File: src/rtl/irq_pkg.sv
// rtl/irq_pkg.sv - shared types, register map and helpers for irq_controller
package irq_pkg;

  typedef enum logic [1:0] {
    IDLE    = 2'd0,
    REQ     = 2'd1,
    SERVICE = 2'd2
  } irq_state_e;

  localparam logic [1:0] REG_PENDING = 2'd0;
  localparam logic [1:0] REG_ENABLE  = 2'd1;
  localparam logic [1:0] REG_VECTOR  = 2'd2;
  localparam logic [1:0] REG_CONTROL = 2'd3;

  localparam int CTRL_GEN_OFFSET      = 0;
  localparam int VEC_INSERVICE_OFFSET = 15;
  localparam int MAX_SRC              = 16;
  localparam int VEC_W                = 4;

  // Index following 'last', wrapping at n sources
  function automatic logic [VEC_W-1:0] next_index(input logic [VEC_W-1:0] last, input int n);
    if (int'(last) + 1 >= n) return '0;
    return last + 1'b1;
  endfunction

endpackage

File: src/rtl/irq_priority_picker.sv
// rtl/irq_priority_picker.sv - find-first set candidate, searching upward from a start index with wrap
module irq_priority_picker
  import irq_pkg::*;
#(
  parameter int N = 8
) (
  input  logic [N-1:0]     cand,
  input  logic [VEC_W-1:0] start,
  output logic [VEC_W-1:0] idx,
  output logic             valid
);

  int pos;

  // Walk N positions from start, wrapping at N; first set candidate wins
  always_comb begin
    idx   = '0;
    valid = 1'b0;
    pos   = 0;
    for (int k = 0; k < N; k++) begin
      pos = int'(start) + k;
      if (pos >= N) pos = pos - N;
      if (!valid && (|(cand & (N'(1) << pos)))) begin
        valid = 1'b1;
        idx   = VEC_W'(pos);
      end
    end
  end

endmodule

File: src/rtl/irq_controller.sv
// rtl/irq_controller.sv - interrupt collector/arbiter with CPU handshake; IRQ_ROUND_ROBIN_EN selects rotating priority
module irq_controller
  import irq_pkg::*;
#(
  parameter int NUM_SRC = 8
) (
  input  logic               clock,
  input  logic               reset_n,
  input  logic [1:0]         addr,
  input  logic [15:0]        write_data,
  input  logic               write_en,
  input  logic               read_en,
  input  logic               chipselect,
  output logic [15:0]        read_data,
  input  logic [NUM_SRC-1:0] irq_src,
  output logic               cpu_irq,
  output logic [VEC_W-1:0]   cpu_vector,
  input  logic               cpu_ack
);

  irq_state_e         state, state_n;
  logic [NUM_SRC-1:0] pending, enable, prev_src;
  logic [NUM_SRC-1:0] rise, cand, vec_onehot, w1c, ack_clr;
  logic [VEC_W-1:0]   vector, start_idx, pick_idx;
  logic               pick_valid, gen, wr, rd, eoi, ack_take, vec_load;
  logic [15:0]        rd_mux;
  logic               unused_bits;

  assign wr          = chipselect && write_en;
  assign rd          = chipselect && read_en;
  assign eoi         = wr && (addr == REG_VECTOR);
  assign rise        = irq_src & ~prev_src;
  assign cand        = pending & enable;
  assign vec_onehot  = NUM_SRC'(1) << vector;
  assign w1c         = (wr && addr == REG_PENDING) ? write_data[NUM_SRC-1:0] : '0;
  assign ack_clr     = ack_take ? vec_onehot : '0;
  assign cpu_vector  = vector;
  assign unused_bits = &{1'b0, write_data};

  irq_priority_picker #(.N(NUM_SRC)) u_picker (
    .cand  (cand),
    .start (start_idx),
    .idx   (pick_idx),
    .valid (pick_valid)
  );

`ifdef IRQ_ROUND_ROBIN_EN
  logic [VEC_W-1:0] last_acked;

  // Remember the last accepted source so the search starts just past it
  always_ff @(posedge clock or negedge reset_n) begin
    if (!reset_n)      last_acked <= VEC_W'(NUM_SRC - 1);
    else if (ack_take) last_acked <= vector;
  end

  assign start_idx = next_index(last_acked, NUM_SRC);
`else
  assign start_idx = '0;
`endif

  // Next-state logic; only registered pending/enable/GEN are observed
  always_comb begin
    state_n  = state;
    ack_take = 1'b0;
    vec_load = 1'b0;
    case (state)
      IDLE: begin
        if (gen && pick_valid) begin
          state_n  = REQ;
          vec_load = 1'b1;
        end
      end
      REQ: begin
        if (cpu_ack) begin
          state_n  = SERVICE;
          ack_take = 1'b1;
        end else if (!gen || !(|(pending & vec_onehot)) || !(|(enable & vec_onehot))) begin
          state_n = IDLE;
        end
      end
      SERVICE: begin
        if (eoi) state_n = IDLE;
      end
      default: state_n = IDLE;
    endcase
  end

  // State, registered request line and latched winner
  always_ff @(posedge clock or negedge reset_n) begin
    if (!reset_n) begin
      state   <= IDLE;
      cpu_irq <= 1'b0;
      vector  <= '0;
    end else begin
      state   <= state_n;
      cpu_irq <= (state_n == REQ);
      if (vec_load) vector <= pick_idx;
    end
  end

  // Edge capture and software-visible registers; a new rise beats any clear
  always_ff @(posedge clock or negedge reset_n) begin
    if (!reset_n) begin
      prev_src <= '0;
      pending  <= '0;
      enable   <= '0;
      gen      <= 1'b0;
    end else begin
      prev_src <= irq_src;
      pending  <= (pending & ~w1c & ~ack_clr) | rise;
      if (wr && addr == REG_ENABLE)  enable <= write_data[NUM_SRC-1:0];
      if (wr && addr == REG_CONTROL) gen    <= write_data[CTRL_GEN_OFFSET];
    end
  end

  // Read multiplexer over current register contents
  always_comb begin
    rd_mux = '0;
    case (addr)
      REG_PENDING: rd_mux = 16'(pending);
      REG_ENABLE:  rd_mux = 16'(enable);
      REG_VECTOR: begin
        rd_mux[VEC_W-1:0]           = vector;
        rd_mux[VEC_INSERVICE_OFFSET] = (state == SERVICE);
      end
      default:     rd_mux[CTRL_GEN_OFFSET] = gen;
    endcase
  end

  // Registered read data, held when not strobed
  always_ff @(posedge clock or negedge reset_n) begin
    if (!reset_n) read_data <= '0;
    else if (rd)  read_data <= rd_mux;
  end

endmodule

File: config.mk
export PLATFORM = sky130hd
export DESIGN_NAME = irq_controller
export DESIGN_NICKNAME = d
export VERILOG_FILES = /design/src/rtl/irq_pkg.sv /design/src/rtl/irq_priority_picker.sv /design/src/rtl/irq_controller.sv
export SDC_FILE = /design/constraint.sdc
export NUM_CORES = 1
export LEC_CHECK = 0
export ABC_CLOCK_PERIOD_IN_PS = 1700
export CORE_MARGIN = 2
export CORE_UTILIZATION = 49
export CTS_BUF_LIST = sky130_fd_sc_hd__clkbuf_2 sky130_fd_sc_hd__clkbuf_4 sky130_fd_sc_hd__clkbuf_8
export DETAILED_ROUTE_END_ITERATION = 10
export HOLD_SLACK_MARGIN = 0.02
export PLACE_DENSITY_LB_ADDON = 0.2
export SETUP_SLACK_MARGIN = 0.1
export SLEW_MARGIN = 15
export SYNTH_ARGS = -nofsm -noshare
export SYNTH_HDL_FRONTEND = slang
export SYNTH_SLANG_ARGS = --single-unit
File: constraint.sdc
create_clock -name clock -period 1.7 [get_ports clock]
set_input_delay 0.34 -clock clock [delete_from_list [all_inputs] [get_ports clock]]
set_output_delay 0.34 -clock clock [all_outputs]
set_load 0.03 [all_outputs]
Word-level counts from Yosys, hierarchy flattened
Cells that the tools add are included.

Bits in registers: 48. Word-level logic and storage cells: 85.

Equal/unequal tests: 6. Shift operators: 1. Mux-type cells: 30. Bitwise gates (word level): 10. Reduce and logical (&&, ||, !) cells: 30.

Operators by type and width (count): $and A8 B8 Y8 (6); $not A8 Y8 (3); $mux W8 (2); $reduce_or A8 Y1 (2); $logic_and A1 B1 Y1 (14); $mux W1 (14); $mux W2 (6); $mux W3 (4); $logic_not A1 Y1 (10); $pmux W3 S3 (1); $or A8 B8 Y8 (1); $pmux W4 S2 (1); $shl A1 B4 Y8 const A (1); $eq A2 B1 Y1 const B (3); $eq A2 B2 Y1 const B (3); $pmux W2 S3 (1); $logic_not A2 Y1 (2); $pmux W1 S3 (1); $logic_or A1 B1 Y1 (2).

Logic depth before layout (Yosys ltp)
Depth after elaboration: 27. Depth in mapped cells: 5. Gate-level depth less buffers: 4.

Hierarchy
From an unflattened synthesis, not the netlist that was laid out.

Cell total of the unflattened synthesis: 322. Area, all modules: 3046.7 µm².

By module, submodules not included: irq_controller (times used 1, cells an instance 178, area each 1953.1 µm²); irq_priority_picker (times used 1, cells an instance 144, area each 1093.5 µm²).

Least setup slack after synthesis
OpenSTA, ideal clock, no wires.

Kind: flip-flop to flip-flop. Start: register vector[1] (netlist: cpu_vector[1]). End: register cpu_irq. Arrival: 1.509 ns. Data required time: 1.580 ns. Slack: 0.070 ns. Cell stages (with the launch flop): 4. Path buffers: 0. Period minus slack after synthesis: 1.630 ns. Cells stage by stage: dfrtp_1 -> mux4_2 -> o22a_1 -> a41o_1.

Longest elaborated chain between the ends: 10. Elaborated cells between the ends (all ways): 13. Those cells by class: eq/ne (1); shift (1); mux (3); bitwise (2); reduce/logical (6).

RTL lines: from (decl) (line irq_controller.sv:24) `logic [VEC_W-1:0] vector, start_idx, pick_idx;`; from (signal assigned) (line irq_controller.sv:97) `if (vec_load) vector <= pick_idx;`; $shl A1 B4 Y8 * (line irq_controller.sv:34) `assign vec_onehot = NUM_SRC'(1) << vector;`; $and A8 B8 Y8 (line irq_controller.sv:77) `end else if (!gen || !(|(pending & vec_onehot)) || !(|(enable & vec_onehot))) begin`; $reduce_or A8 Y1 (line irq_controller.sv:77); $logic_not A1 Y1 (line irq_controller.sv:77); $logic_or A1 B1 Y1 (line irq_controller.sv:77); $logic_or A1 B1 Y1 * (line irq_controller.sv:77); $mux W2 * (line irq_controller.sv:77); $mux W2 * (line irq_controller.sv:74) `if (cpu_ack) begin`; $pmux W2 S3 * (line irq_controller.sv:66) `case (state)`; $eq A2 B1 Y1 * (line irq_controller.sv:96) `cpu_irq <= (state_n == REQ);`; to (signal assigned) (line irq_controller.sv:96); to (decl) (line irq_controller.sv:16) `output logic cpu_irq,`.

Every way passes the cells marked *; elsewhere a longest branch is shown, timed or not. A chain may end at the register's enable or synchronous reset.

Worst setup path after layout
Start: input port write_en. End: register pending[4].

Longest elaborated chain between the ends: 7.

RTL lines: from (decl) (line irq_controller.sv:11) `input logic write_en,`; $logic_and A1 B1 Y1 (line irq_controller.sv:29) `assign wr = chipselect && write_en;`; $logic_and A1 B1 Y1 (line irq_controller.sv:35) `assign w1c = (wr && addr == REG_PENDING) ? write_data[NUM_SRC-1:0] : '0;`; $mux W8 (line irq_controller.sv:35); $not A8 Y8 (line irq_controller.sv:110) `pending <= (pending & ~w1c & ~ack_clr) | rise;`; $and A8 B8 Y8 (2 in a row) (line irq_controller.sv:110); $or A8 B8 Y8 (line irq_controller.sv:110); to (signal assigned) (line irq_controller.sv:110); to (decl) (line irq_controller.sv:22) `logic [NUM_SRC-1:0] pending, enable, prev_src;`.

No other way between the ends.

==> qor.txt <==
Worst reg2reg path depth -> 3
Worst setup SP type -> input port
Hold crit path type -> register to register
Comb pwr share -> 0.365
Post-Route Skew -> 0.00805 ns
Synth Register Bits -> 40
Die H -> 66.8 µm
NumNets Final -> 270
Final hold vios -> 0
DR WL/cell -> 16.6 µm
H-tree Lvls -> 2
Pins Over Slew Limit -> 0
Total die area -> 4460 µm²
Yosys warns -> 0
Post-Syn Area -> 1930 µm²
Antenna-violating nets left -> 0
Clock power share -> 0.252
Cell Int Power -> 0.00238 W
Crit. End Element -> register
Reg2reg setup slack -> 0.18 ns
WP data arrival -> 1.73 ns
Initial antenna violation count -> 0
DRC Markers -> 0
Period utilization -> 0.911
Post-DP HPWL -> 3.58 mm
Gpl congestion -> 0.928
Yosys cell types -> 36
CTS sink count -> 40
R2R Path End -> cpu_irq
Layout cell share with drive strength beyond 1 -> 0.205
CTS root buf -> clkbuf_8
IO Pins -> 53
Commonest non-fill, non-tap cell in the layout -> dfrtp_1
Worst vdd ir -> 864 µV
Bufs and invs on worst path -> 2
RSZ-0062 raised after global routing -> true
Sum of negative setup slack -> 0 ns
Hold endpoint -> pending[3]
GRT Total Usage -> 0.249
Setup violators final -> 0
Top delay family on crit path -> buffers and inverters
Grt ovf -> 0
Hold Path Depth -> 1
Crit path max fanout -> 8
Clock latency on the worst-skew pair -> 0.29 ns
Largest stage delay on the critical path -> 0.49 ns
Sequential power share -> 0.383
Critical-path top delay cell -> clkdlybuf4s50_1
Power per cell area -> 1400 nW/µm²
Commonest non-fill, non-tap cells in the layout -> 38 x dfrtp_1, 23 x nand2_1, 21 x clkdlybuf4s50_1
DRT Wirelength -> 4.77 mm
Final core utilization -> 0.704
Vias in the first global route -> 1621
CTS tree -> built
Initial DRC count -> 67
Crit path from -> write_en
Layout area overhead -> 35.5%
Switching power of the nets -> 0.00127 W
FMAX -> 646 MHz
Largest net degree at the start of global routing -> 24
Ant. Diodes -> 0
Drt first pass iters -> 4
Req. time, crit path -> 1.88 ns
Routed vias -> 1599
Die Wd -> 66.8 µm
Status -> completed
Count of input and output buffers -> 36
RR Startpoint -> cpu_vector[1]
Syn Inst Count -> 180
Initial Util -> 0.520
Startpoint of the worst hold path -> prev_src[3]
Row count -> 22
CP cell instances -> clkdlybuf4s50_1, nor4bb_2, buf_4, nand2_1, a32o_1
Vias per cell -> 5.57
Avg Cell Area, Syn -> 10.7 µm²
Seq/Total Area, Yosys -> 0.518
Fin crit period -> 1.55 ns
Core box area -> 3720 µm²
Leak -> 1.21 nW
Type of the worst setup path -> input port to register
CTS max path bufs -> 2
First-pass GRT wire length -> 7.94 mm
Num CTS Buffers -> 5
Max Cap Viol -> 0
Sw Share -> 0.349
Worst-path clk slew -> 0.07 ns
## layer usage
| metal | GRT usage | wire length (µm) |
|---|---|---|
| met1 | 0.303 | 1980 |
| met2 | 0.429 | 2470 |
| met3 | 0.0608 | 249 |
| met4 | 0.0918 | 78 |
| met5 | 0 | 0 |
## synth_stat cells (all sizes together)
cell type / n / share of area
or4: 1 / 0.0039
inv: 12 / 0.023
nor3b: 2 / 0.0078
a32oi: 1 / 0.0045
or3b: 1 / 0.0045
and3: 1 / 0.0032
nor4bb: 2 / 0.010
o22ai: 1 / 0.0032
a41oi: 1 / 0.0045
a41o: 2 / 0.010
buf: 12 / 0.043
a22oi: 4 / 0.016
or2: 1 / 0.0032
mux4: 3 / 0.035
nand2: 23 / 0.045
o41ai: 2 / 0.0091
nor2: 6 / 0.012
a32o: 2 / 0.010
mux2i: 9 / 0.047
nor4: 1 / 0.0032
clkbuf: 2 / 0.0039
a21oi: 8 / 0.021
o21ai: 15 / 0.039
nand4: 2 / 0.0065
a31oi: 1 / 0.0032
o311ai: 2 / 0.0091
o211ai: 2 / 0.0078
dfrtp: 40 / 0.52
conb: 1 / 0.0019
o32a: 1 / 0.0052
mux2: 10 / 0.058
nand3: 5 / 0.013
nand3b: 1 / 0.0039
nand2b: 2 / 0.0065
o22a: 1 / 0.0045
## state kept, by name, summed over array words and instances, names as in the netlist
name and count:
read_data 9, enable 8, pending 8, prev_src 8, cpu_vector 3, state 2
cpu_irq 1, gen 1
## cells by family after synthesis
family | Yosys count | share of synthesized area
AND/OR/NAND/NOR | 48 | 0.122
other | 1 | 0.00194
multiplexers | 22 | 0.140
buffers and inverters | 26 | 0.0700
flip-flops | 40 | 0.518
AO/OA/AOI/OAI | 43 | 0.147
## worst max-delay path by stage
| stage | end | slack [ns] | depth (start not counted) |
|---|---|---|---|
| floorplan | cpu_irq | 0.18 | 3 |
| global placement | pending[3] | -0.10 | 5 |
| detailed placement | pending[4] | -0.19 | 5 |
| CTS | pending[1] | 0.12 | 6 |
| global route | cpu_vector[0] | 0.09 | 4 |
| finish | pending[4] | 0.15 | 5 |
## worst reg2reg max path: stages, from the launching register on
cell	delay (ns)
dfrtp_2	0.43
mux4_2	0.52
o22a_1	0.21
a41o_1	0.24
## through the flow
stage          cells  total power (W)  setup slack (ns)  instance area (µm²)  hold slack (ns)
6_report         287          0.00365             0.151                 2620            0.421
5_1_grt          287          0.00386            0.0864                 2620            0.421
4_1_cts          285          0.00361             0.119                 2590            0.422
3_5_place_dp     276          0.00273            -0.187                 2450            0.303
3_3_place_gp     276          0.00272            -0.104                 2450            0.296
2_1_floorplan    187          0.00219             0.178                 1960           0.0444
## power groups by stage
stage          Combinational [W]  Clock, W  Sequential [W]
2_1_floorplan           0.000654         0         0.00153
3_3_place_gp             0.00131         0         0.00141
3_5_place_dp             0.00131         0         0.00142
4_1_cts                  0.00127  0.000942         0.00140
5_1_grt                  0.00145  0.000981         0.00143
6_report                 0.00133  0.000919         0.00140
## cell type report
class | instances | area, µm²
multi-input combinational | 121 | 837
clock buffer | 6 | 76.3
timing repair buffer | 58 | 533
fill | 287 | 1100
tap | 48 | 60.1
inverter | 12 | 45.0
sequential | 40 | 1000
clock inverter | 2 | 60.1
## repair_timing
action / 4_1_cts / 5_1_grt
setup endpoints to repair: 13 / 12
resized for setup: 13 / 6
setup buffers: 0 / 2
hold endpoints to repair: 17 / 0
hold buffers: 1 / 0
(Power assumes the default switching activity.)
